==> config.mk <==
export PLATFORM = sky130hd
export DESIGN_NAME = pipe_hazard_ctrl
export DESIGN_NICKNAME = d
export VERILOG_FILES = /design/src/rtl/pipe_hazard_ctrl.sv
export SDC_FILE = /design/constraint.sdc
export NUM_CORES = 1
export LEC_CHECK = 0
export CORE_ASPECT_RATIO = 0.9
export CORE_MARGIN = 2
export CORE_UTILIZATION = 30
export CTS_CLUSTER_DIAMETER = 80
export DETAILED_ROUTE_END_ITERATION = 8
export GPL_ROUTABILITY_DRIVEN = 0
export GPL_TIMING_DRIVEN = 0
export SLEW_MARGIN = 20
export SYNTH_ARGS = -nofsm -noshare
export SYNTH_HDL_FRONTEND = slang
export SYNTH_SLANG_ARGS = --single-unit
==> constraint.sdc <==
create_clock -name clk -period 2.6 [get_ports clk]
set_input_delay 0.52 -clock clk [delete_from_list [all_inputs] [get_ports clk]]
set_output_delay 0.52 -clock clk [all_outputs]
set_load 0.01 [all_outputs]
==> src/rtl/pipe_hazard_ctrl.sv <==
// rtl/pipe_hazard_ctrl.sv - pipeline hazard controller: PC/IF-ID/ID-EX sequencing
// Fixed priority: jump flush, load-use bubble, mult/div issue, imem wait.
module pipe_hazard_ctrl #(
  parameter int MDU_CYCLES = 32,
  parameter int CNT_W      = 16
) (
  input  logic             clk,
  input  logic             resetn,
  input  logic [4:0]       id_rs,
  input  logic [4:0]       id_rt,
  input  logic             id_uses_rs,
  input  logic             id_uses_rt,
  input  logic             id_mdu,
  input  logic             ex_mem_read,
  input  logic [4:0]       ex_rt,
  input  logic             jmp,
  input  logic             imem_ready,
  output logic             pc_we,
  output logic             ifid_stall,
  output logic             ifid_flush,
  output logic             idex_bubble,
  output logic             mdu_busy,
  output logic [CNT_W-1:0] stall_cnt
);

  typedef enum logic {RUN, MDU_WAIT} state_t;

  localparam logic [7:0] MDU_LOAD = 8'(MDU_CYCLES - 1);

  state_t     state, state_nxt;
  logic [7:0] mdu_cnt, mdu_cnt_nxt;
  logic       lu;

  // $0 is never a real dependency, so a load targeting it cannot hazard.
  assign lu = ex_mem_read && (ex_rt != 5'd0) &&
              ((id_uses_rs && (id_rs == ex_rt)) || (id_uses_rt && (id_rt == ex_rt)));

  always_ff @(posedge clk) begin
    if (!resetn) begin
      state     <= RUN;
      mdu_cnt   <= 8'd0;
      stall_cnt <= '0;
    end else begin
      state   <= state_nxt;
      mdu_cnt <= mdu_cnt_nxt;
      if (!pc_we && (stall_cnt != {CNT_W{1'b1}}))
        stall_cnt <= stall_cnt + 1'b1;
    end
  end

  always_comb begin
    state_nxt   = state;
    mdu_cnt_nxt = mdu_cnt;
    pc_we       = 1'b0;
    ifid_stall  = 1'b0;
    ifid_flush  = 1'b0;
    idex_bubble = 1'b0;
    mdu_busy    = 1'b0;
    if (!resetn) begin
      ifid_flush  = 1'b1;
      idex_bubble = 1'b1;
    end else begin
      case (state)
        RUN: begin
          if (jmp) begin
            pc_we       = 1'b1;
            ifid_flush  = 1'b1;
            idex_bubble = 1'b1;
          end else if (lu) begin
            ifid_stall  = 1'b1;
            idex_bubble = 1'b1;
          end else begin
            if (id_mdu) begin
              state_nxt   = MDU_WAIT;
              mdu_cnt_nxt = MDU_LOAD;
            end
            // The mult/div still issues to EX while the fetch is stalled.
            if (!imem_ready) begin
              ifid_flush = 1'b1;
            end else begin
              pc_we = 1'b1;
            end
          end
        end
        MDU_WAIT: begin
          mdu_busy    = 1'b1;
          ifid_stall  = 1'b1;
          idex_bubble = 1'b1;
          mdu_cnt_nxt = mdu_cnt - 8'd1;
          if (mdu_cnt == 8'd1)
            state_nxt = RUN;
        end
        default: state_nxt = RUN;
      endcase
    end
  end

endmodule

==> impl_metrics.csv, run 1 <==
group,metric,value,unit
power_and_ir_drop,p_sw_share,27.6,%
die,die_area,5480,µm²
cts,clk_root_buffer_cell,"sky130_fd_sc_hd__clkbuf_8",
global_routing,grt_first_pass_wirelength,6110,µm
sta,finalWorstPathRequiredPeriod,2.62,ns
sta,worst_slack,-0.0202,ns
die,core_region_area,4770,µm²
synthesis,ys_warn_count,0,
route,first_pass_iters,4,
synthesis,synthSimpleGateAreaFrac,31.3,%
route,detail_route.iter0.violations,94,
power_and_ir_drop,power.share.clock,28.1,%
synthesis,synth_mux_area_share,2.72,%
setup_path,worst_path_arrival_time,2.10,ns
sta,hold_slack,0.481,ns
die,floorplan.io_pins,44,
route,antenna_left,0,
placement,place_hpwl,2770,µm
route,finalWirelength,3910,µm
sta,worst_pin_slew,0.637,ns
route,route.vias.total,1522,
route,drt-vias-per-instance,5.09,
global_routing,grt_antenna_before_repair,0,
layout,design.final.nets,261,
layout,final_cell_mix,"sky130_fd_sc_hd__clkdlybuf4s50_1 (26), sky130_fd_sc_hd__dfxtp_1 (25), sky130_fd_sc_hd__nand2_1 (20)",
sta,timing.fmax,382,MHz
synthesis,combinational_family_with_the_most_area_after_synthesis,"simple AND/OR/NAND/NOR gates",
power_and_ir_drop,leakage_power_figure,0.754,nW
layout,antenna_cells_inserted,0,
power_and_ir_drop,power.share.combinational,22.2,%
sta,grt_setup_unrepaired,"true",
synthesis,post_synth_instance_area,1470,µm²
setup_path,slowest_stage,"sky130_fd_sc_hd__o31a_1",
sta,final.setup_skew,0.0126,ns
cts,clockBufferDepth,2,
layout,design_area,2100,µm²
cts,numClockSinks,25,
global_routing,globalRouteTotalUtil,13.4,%
sta,finalHoldViolCount,0,
global_routing,largest_net_degree_at_the_start_of_global_routing,15,
cts,cts_tree,"done",
synthesis,synth-compound-area-share,17.9,%
die,placement_rows,24,
layout,layout-drive-gt1-share,14.5,%
status,outcome,"finished with violations",
cts,cts_inserted_buffers,3,
cts,cts.hold.buffers_added,0,
global_routing,grt_remaining_overflow,0,
sta,final-max-slew-violation-count,0,
sta,finalSetupViolCount,1,
synthesis,synth_fa_ha_area_share,2.55,%
layout,most_common_library_cell_in_the_layout_ignoring_fill_and_taps,"sky130_fd_sc_hd__clkdlybuf4s50_1",
layout,multi_input_area,943,µm²
status,failed_checks,"setup timing",
setup_path,timing.critical_path.required,2.08,ns
setup_path,sort_of_element_at_the_end_of_the_critical_path,"output pin",
global_routing,first_global_vias,1312,
synthesis,synth_sequential_area_ratio,34.0,%
route,post-route-drc-count,0,
synthesis,post_synth_inst_count,181,
setup_path,worst_path_largest_cell_delay,0.37,ns
layout,layout-area-overhead-vs-synth,42.7,%
synthesis,syn_nets,207,
setup_path,path_cells,"buf_2 > xor2_1 > nor4_2 > a32oi_2 > o31a_1 > buf_6 > buf_8 > buf_6",
die,die_width,77.8,µm
power_and_ir_drop,total_switching_power,0.230,mW
layout,filler_cell_count,483,
sta,setup_tns,-0.0202,ns
worst_hold_path,hold_path_class,"flop to flop",
cts,path_clk_slew,0.08,ns
synthesis,synth_cell_types,38,
job,max_cap_violations,0,
power_and_ir_drop,post-layout-total-power,0.833,mW
setup_path,critical-path-top-cell-by-count,"sky130_fd_sc_hd__buf_6",
placement,dpl_cell_area,1980,µm²
power_and_ir_drop,vdd_ir_drop_max,0.000243,V
die,start_util,30.8,%
cts,htreeDepth,1,
sta,timing.slew.headroom,57.2,%
power_and_ir_drop,power-per-cell-area,397,nW/µm²
setup_path,critical_path_class,"input pin to output pin",
power_and_ir_drop,internal-power,0.603,mW
setup_path,critPathMaxFanout,3,
synthesis,ys_seq_elements,25,
die,die_h,70.4,µm
synthesis,syn_avg_cell_area,8.12,µm²
synthesis,post_synth_xor_area_fraction,7.15,%
layout,regArea,500,µm²
placement,io_buffer_count,43,
power_and_ir_drop,power_frac_seq,49.7,%
route,routed_wire_length_per_instance,13.1,µm
cts,clock_insertion_delay_worst_skew,0.27,ns
setup_path,worst_setup_path_start_kind,"input pin",
sta,timing.final.crit_share,101,%
-- flip-flops by register name, summed over array words and instances, names as in the netlist --
signal,cells
stall_cnt,16
state,1
mdu_cnt,8
-- cell usage after synthesis --
| cell type | n | area, µm² |
|---|---|---|
| sky130_fd_sc_hd__o21ai_0 | 2 | 10.0 |
| sky130_fd_sc_hd__buf_1 | 1 | 3.75 |
| sky130_fd_sc_hd__dfxtp_1 | 25 | 500 |
| sky130_fd_sc_hd__ha_1 | 3 | 37.5 |
| sky130_fd_sc_hd__o211a_1 | 1 | 10.0 |
| sky130_fd_sc_hd__nand3_1 | 10 | 50.1 |
| sky130_fd_sc_hd__nand2b_1 | 7 | 43.8 |
| sky130_fd_sc_hd__nand2_1 | 20 | 75.1 |
| sky130_fd_sc_hd__o21ai_1 | 3 | 15.0 |
| sky130_fd_sc_hd__nor2_1 | 10 | 37.5 |
| sky130_fd_sc_hd__or3b_1 | 1 | 8.76 |
| sky130_fd_sc_hd__o311a_1 | 1 | 10.0 |
| sky130_fd_sc_hd__nor3_1 | 5 | 25.0 |
| sky130_fd_sc_hd__a21oi_1 | 13 | 65.1 |
| sky130_fd_sc_hd__nor4b_2 | 1 | 15.0 |
| sky130_fd_sc_hd__buf_6 | 1 | 11.3 |
| sky130_fd_sc_hd__nor4_2 | 1 | 12.5 |
| sky130_fd_sc_hd__nand4_1 | 3 | 18.8 |
| sky130_fd_sc_hd__and4_1 | 1 | 8.76 |
| sky130_fd_sc_hd__and2_0 | 1 | 6.26 |
| sky130_fd_sc_hd__and3_1 | 2 | 12.5 |
| sky130_fd_sc_hd__nand3b_1 | 1 | 7.51 |
| sky130_fd_sc_hd__clkbuf_1 | 4 | 15.0 |
| sky130_fd_sc_hd__buf_2 | 3 | 15.0 |
| sky130_fd_sc_hd__xor2_1 | 9 | 78.8 |
| sky130_fd_sc_hd__xnor2_1 | 3 | 26.3 |
| sky130_fd_sc_hd__or4_1 | 11 | 82.6 |
| sky130_fd_sc_hd__or3_1 | 4 | 25.0 |
| sky130_fd_sc_hd__or2_2 | 1 | 6.26 |
| sky130_fd_sc_hd__nor4_1 | 4 | 25.0 |
| sky130_fd_sc_hd__a32oi_1 | 1 | 8.76 |
| sky130_fd_sc_hd__o22ai_1 | 1 | 6.26 |
| sky130_fd_sc_hd__o21a_1 | 3 | 22.5 |
| sky130_fd_sc_hd__mux2i_1 | 4 | 40.0 |
| sky130_fd_sc_hd__o31a_1 | 2 | 17.5 |
| sky130_fd_sc_hd__o21bai_1 | 1 | 7.51 |
| sky130_fd_sc_hd__o31ai_1 | 12 | 90.1 |
| sky130_fd_sc_hd__inv_1 | 5 | 18.8 |
-- stage by stage --
stage / setup slack, ns / instances / util [%]
2_1_floorplan: 0.302 / 181 / -
3_3_place_gp: -1.00 / 289 / 41.5
3_5_place_dp: -1.00 / 289 / 41.5
4_1_cts: -0.0290 / 299 / 43.8
5_1_grt: -0.0617 / 299 / 43.9
6_report: -0.0202 / 299 / 43.9
-- path summary, 6_finish.rpt --
| path | endpoint | startpoint | slack [ns] | depth (start not counted) |
|---|---|---|---|---|
| min reg2reg | mdu_cnt[5] | mdu_cnt[5] | 0.48 | 2 |
| min | mdu_cnt[5] | mdu_cnt[5] | 0.48 | 2 |
| max | pc_we | ex_rt[1] | -0.02 | 8 |
| max reg2reg | stall_cnt[13] | stall_cnt[6] | 0.38 | 7 |
-- power by group through the flow --
stage | combinational, mW | clock [mW] | sequential [mW]
CTS | 0.182 | 0.243 | 0.414
finish | 0.185 | 0.234 | 0.414
global route | 0.202 | 0.255 | 0.417
floorplan | 0.0938 | 0 | 0.422
detailed placement | 0.171 | 0 | 0.423
global placement | 0.171 | 0 | 0.423
-- final cells by class --
class | instances | area share [%]
multi-input cells | 142 | 45.0
flip-flops and latches | 25 | 23.9
repair buffers | 49 | 21.0
well taps | 65 | 3.88
plain buffers | 9 | 3.16
clock buffers | 3 | 1.97
inverters | 5 | 0.894
clock inverters | 1 | 0.239
-- layer usage --
layer  part of all wire [%]  up-vias  track usage (%)
li1                       -      774                -
met1                     49      703             18.9
met2                     46       41             20.7
met3                    5.0        4             3.10
met4                   0.38        0             2.78
met5                      0        -                0
-- cells by family (layout without fill, tap and decap cells) --
family,Yosys count,in the layout
AND/OR/NAND/NOR,83,83
flip-flops,25,25
buffers and inverters,14,67
multiplexers,4,4
AO/OA/AOI/OAI,40,40
adder cells (fa/ha/maj),3,3
XOR/XNOR,12,12
-- worst max-delay path: cells and delay by family --
kind | cells | cell delay (ns)
buffers and inverters | 4 | 0.48
and+or+nand+nor | 1 | 0.35
AOI/OAI and AO/OA | 2 | 0.57
xor gates and xnor gates | 1 | 0.18
-- what timing repair did --
action / CTS / global route
pin swaps: 6 / 8
endpoints found under the setup margin: 13 / 11
resized for setup: 46 / 16
buffers inserted: 6 / 0
Power figures use the tool's default switching activity.
==> run 2, diff against run 1 <==
--- a/config.mk
+++ b/config.mk
@@ -5,13 +5,14 @@
 export SDC_FILE = /design/constraint.sdc
 export NUM_CORES = 1
 export LEC_CHECK = 0
-export CORE_ASPECT_RATIO = 0.9
+export CORE_ASPECT_RATIO = 0.8
 export CORE_MARGIN = 2
 export CORE_UTILIZATION = 30
 export CTS_CLUSTER_DIAMETER = 80
 export DETAILED_ROUTE_END_ITERATION = 8
 export GPL_ROUTABILITY_DRIVEN = 0
 export GPL_TIMING_DRIVEN = 0
+export HOLD_SLACK_MARGIN = 0.08
 export SLEW_MARGIN = 20
 export SYNTH_ARGS = -nofsm -noshare
 export SYNTH_HDL_FRONTEND = slang
==> run 2 against run 1 <==
The run now ends clean. Hold slack got worse by 0.00072 ns. Sequential cell count stayed put. Clock-buffer cell count rose by 1. Final cell count down 1.3%. Fmax rose by 2.6%. Non-clock buffer count increased by 1. Critical path type unchanged. Wire length increased by 3.7%. Sequential share of layout area down 0.071 points. Largest power group unchanged.
==> impl_metrics.csv, run 2 (synthesized netlist as in run 1, its figures left out) <==
group,metric,value,unit
layout,filler_cell_count,487,
worst_hold_path,hold_path_end,"mdu_cnt[5]",
power_and_ir_drop,leakage_power_figure,0.758,nW
route,drt-vias-per-instance,5.18,
worst_hold_path,hold_path_class,"flop to flop",
power_and_ir_drop,vdd_ir_drop_max,0.000156,V
layout,multi_input_area,948,µm²
cts,cts.hold.buffers_added,0,
die,start_util,31.6,%
route,wirelength_met1,2130,µm
layout,final_cell_mix,"sky130_fd_sc_hd__dfxtp_1 (25), sky130_fd_sc_hd__clkdlybuf4s50_1 (24), sky130_fd_sc_hd__nand2_1 (20)",
setup_path,sort_of_element_at_the_end_of_the_critical_path,"output pin",
global_routing,globalRouteTotalUtil,15.3,%
layout,flip_flop_count_of_the_largest_register_all_copies_and_words_added,16,
placement,place_hpwl,2830,µm
global_routing,largest_net_degree_at_the_start_of_global_routing,14,
cts,path_clk_slew,0.08,ns
die,core_region_area,4650,µm²
placement,dpl_cell_area,1980,µm²
route,route.vias.total,1528,
sta,timing.fmax,391,MHz
setup_path,slack_of_the_worst_reg_to_reg_path,0.33,ns
cts,cts_tree,"done",
route,first_pass_iters,4,
route,post-route-drc-count,0,
cts,clk_root_buffer_cell,"sky130_fd_sc_hd__clkbuf_8",
die,die_area,5480,µm²
sta,finalSetupViolCount,0,
die,placement_rows,22,
setup_path,critical_path.reg2reg.endpoint,"stall_cnt[14]",
setup_path,worst_setup_path_start_kind,"input pin",
setup_path,slowest_stage,"sky130_fd_sc_hd__or4_4",
sta,final-max-slew-violation-count,0,
layout,layout-drive-gt1-share,13.6,%
setup_path,worst_path_arrival_time,2.03,ns
setup_path,buffers_plus_inverters_on_the_worst_setup_path,3,
global_routing,grt_antenna_before_repair,0,
global_routing,first_global_vias,1373,
setup_path,cpLargestDelayFamily,"simple AND/OR/NAND/NOR gates",
placement,post-place-ws,-0.943,ns
die,die_width,82.3,µm
setup_path,path_cells,"clkdlybuf4s15_2 > or4_4 > o21ai_4 > buf_6 > nor2_4 > or3_1 > buf_2",
global_routing,grt_first_pass_wirelength,6480,µm
sta,final.setup_skew,0.00715,ns
route,routed_wire_length_per_instance,13.8,µm
sta,finalWorstPathRequiredPeriod,2.55,ns
sta,worst_pin_slew,0.761,ns
layout,largest_registers_ranked_by_flip_flop_count,"stall_cnt: 16 flops, mdu_cnt: 8 flops, state: 1 flops",
route,met2WireLength,1690,µm
setup_path,reg2regPathDepth,7,
setup_path,regToRegStartpoint,"stall_cnt[6]",
setup_path,worst_path_largest_cell_delay,0.50,ns
layout,design.final.nets,262,
cts,htreeDepth,1,
setup_path,critPathMaxFanout,3,
layout,design_area,2100,µm²
job,max_cap_violations,0,
route,detail_route.iter0.violations,95,
sta,timing.slew.headroom,48.9,%
global_routing,grt_remaining_overflow,0,
cts,clock_insertion_delay_worst_skew,0.27,ns
layout,antenna_cells_inserted,0,
layout,regArea,500,µm²
setup_path,timing.critical_path.required,2.08,ns
layout,layout-area-overhead-vs-synth,43.1,%
sta,worst_slack,0.0455,ns
layout,final_core_utilization,45.2,%
cts,numClockSinks,25,
die,floorplan.io_pins,44,
sta,finalHoldViolCount,0,
power_and_ir_drop,power-per-cell-area,396,nW/µm²
route,finalWirelength,4060,µm
layout,top_register,"stall_cnt",
placement,io_buffer_count,43,
layout,most_common_library_cell_in_the_layout_ignoring_fill_and_taps,"sky130_fd_sc_hd__dfxtp_1",
die,die_h,66.6,µm
route,met3WireLength,208,µm
setup_path,critical_path_class,"input pin to output pin",
worst_hold_path,timing.hold.worst_path_depth,2,
cts,cts_inserted_buffers,3,
status,outcome,"completed",
sta,timing.final.crit_share,98.2,%
cts,clockBufferDepth,2,
worst_hold_path,min-delay-start,"mdu_cnt[5]",
route,top_layer_used,"met4",
route,antenna_left,0,
[run 2: cell types whose count changed in the layout (fill, tap and decap cells not counted), moves of 2 or more]
cell,delta
sky130_fd_sc_hd__dlygate4sd2_1,+7
sky130_fd_sc_hd__clkdlybuf4s15_1,-3
sky130_fd_sc_hd__clkbuf_2,-3
sky130_fd_sc_hd__clkdlybuf4s50_1,-2
[run 2: layer usage]
layer  up-vias  track usage (%)
li1        781                -
met1       709             22.6
met2        36             21.7
met3         2             3.66
met4         0             4.38
met5         -                0
[run 2: timing repair]
item	in CTS	in global routing
hold endpoints to repair	0	0
pin swaps	9	5
gates resized for setup	49	11
buffers inserted	8	0
endpoints found under the setup margin	14	15
[run 2: final cells by class]
class                      instances  area share (%)
clock buffer                       4            2.14
inverter                           5           0.892
sequential                        25            23.8
buffer                             8            2.62
timing repair buffer              51            21.9
tap                               60            3.57
multi-input combinational        142            45.1
[run 2: worst max-delay path by stage]
stage | from | cells past startpoint | end | slack (ns)
after global routing | ex_rt[3] | 7 | idex_bubble | -0.02
after global placement | ex_rt[1] | 7 | pc_we | -0.91
after detailed placement | ex_rt[1] | 7 | pc_we | -0.94
after floorplan | ex_rt[1] | 5 | pc_we | 0.30
final | ex_rt[3] | 7 | idex_bubble | 0.05
after CTS | ex_rt[1] | 7 | idex_bubble | 0.0004
[run 2: worst register-to-register path: cells and delay by family (launching register included)]
| family | cells | cell delay [ns] |
|---|---|---|
| and+or+nand+nor | 3 | 0.93 |
| buffers and inverters | 2 | 0.59 |
| AOI/OAI and AO/OA | 2 | 0.24 |
| DFF | 1 | 0.44 |
[run 2: power breakdown]
part / internal [mW] / switching, mW
Clock: 0.110 / 0.124
Sequential: 0.400 / 0.0158
Combinational: 0.0956 / 0.0897
Total: 0.605 / 0.229
[run 2: stage by stage]
step / total power, mW / hold WS, ns / TNS [ns] / std cells
2_1_floorplan: 0.516 / 0.443 / 0 / 181
3_3_place_gp: 0.594 / 0.465 / -7.95 / 284
3_5_place_dp: 0.596 / 0.468 / -8.61 / 284
4_1_cts: 0.842 / 0.483 / 0 / 296
5_1_grt: 0.887 / 0.529 / -0.0169 / 295
6_report: 0.834 / 0.480 / 0 / 295
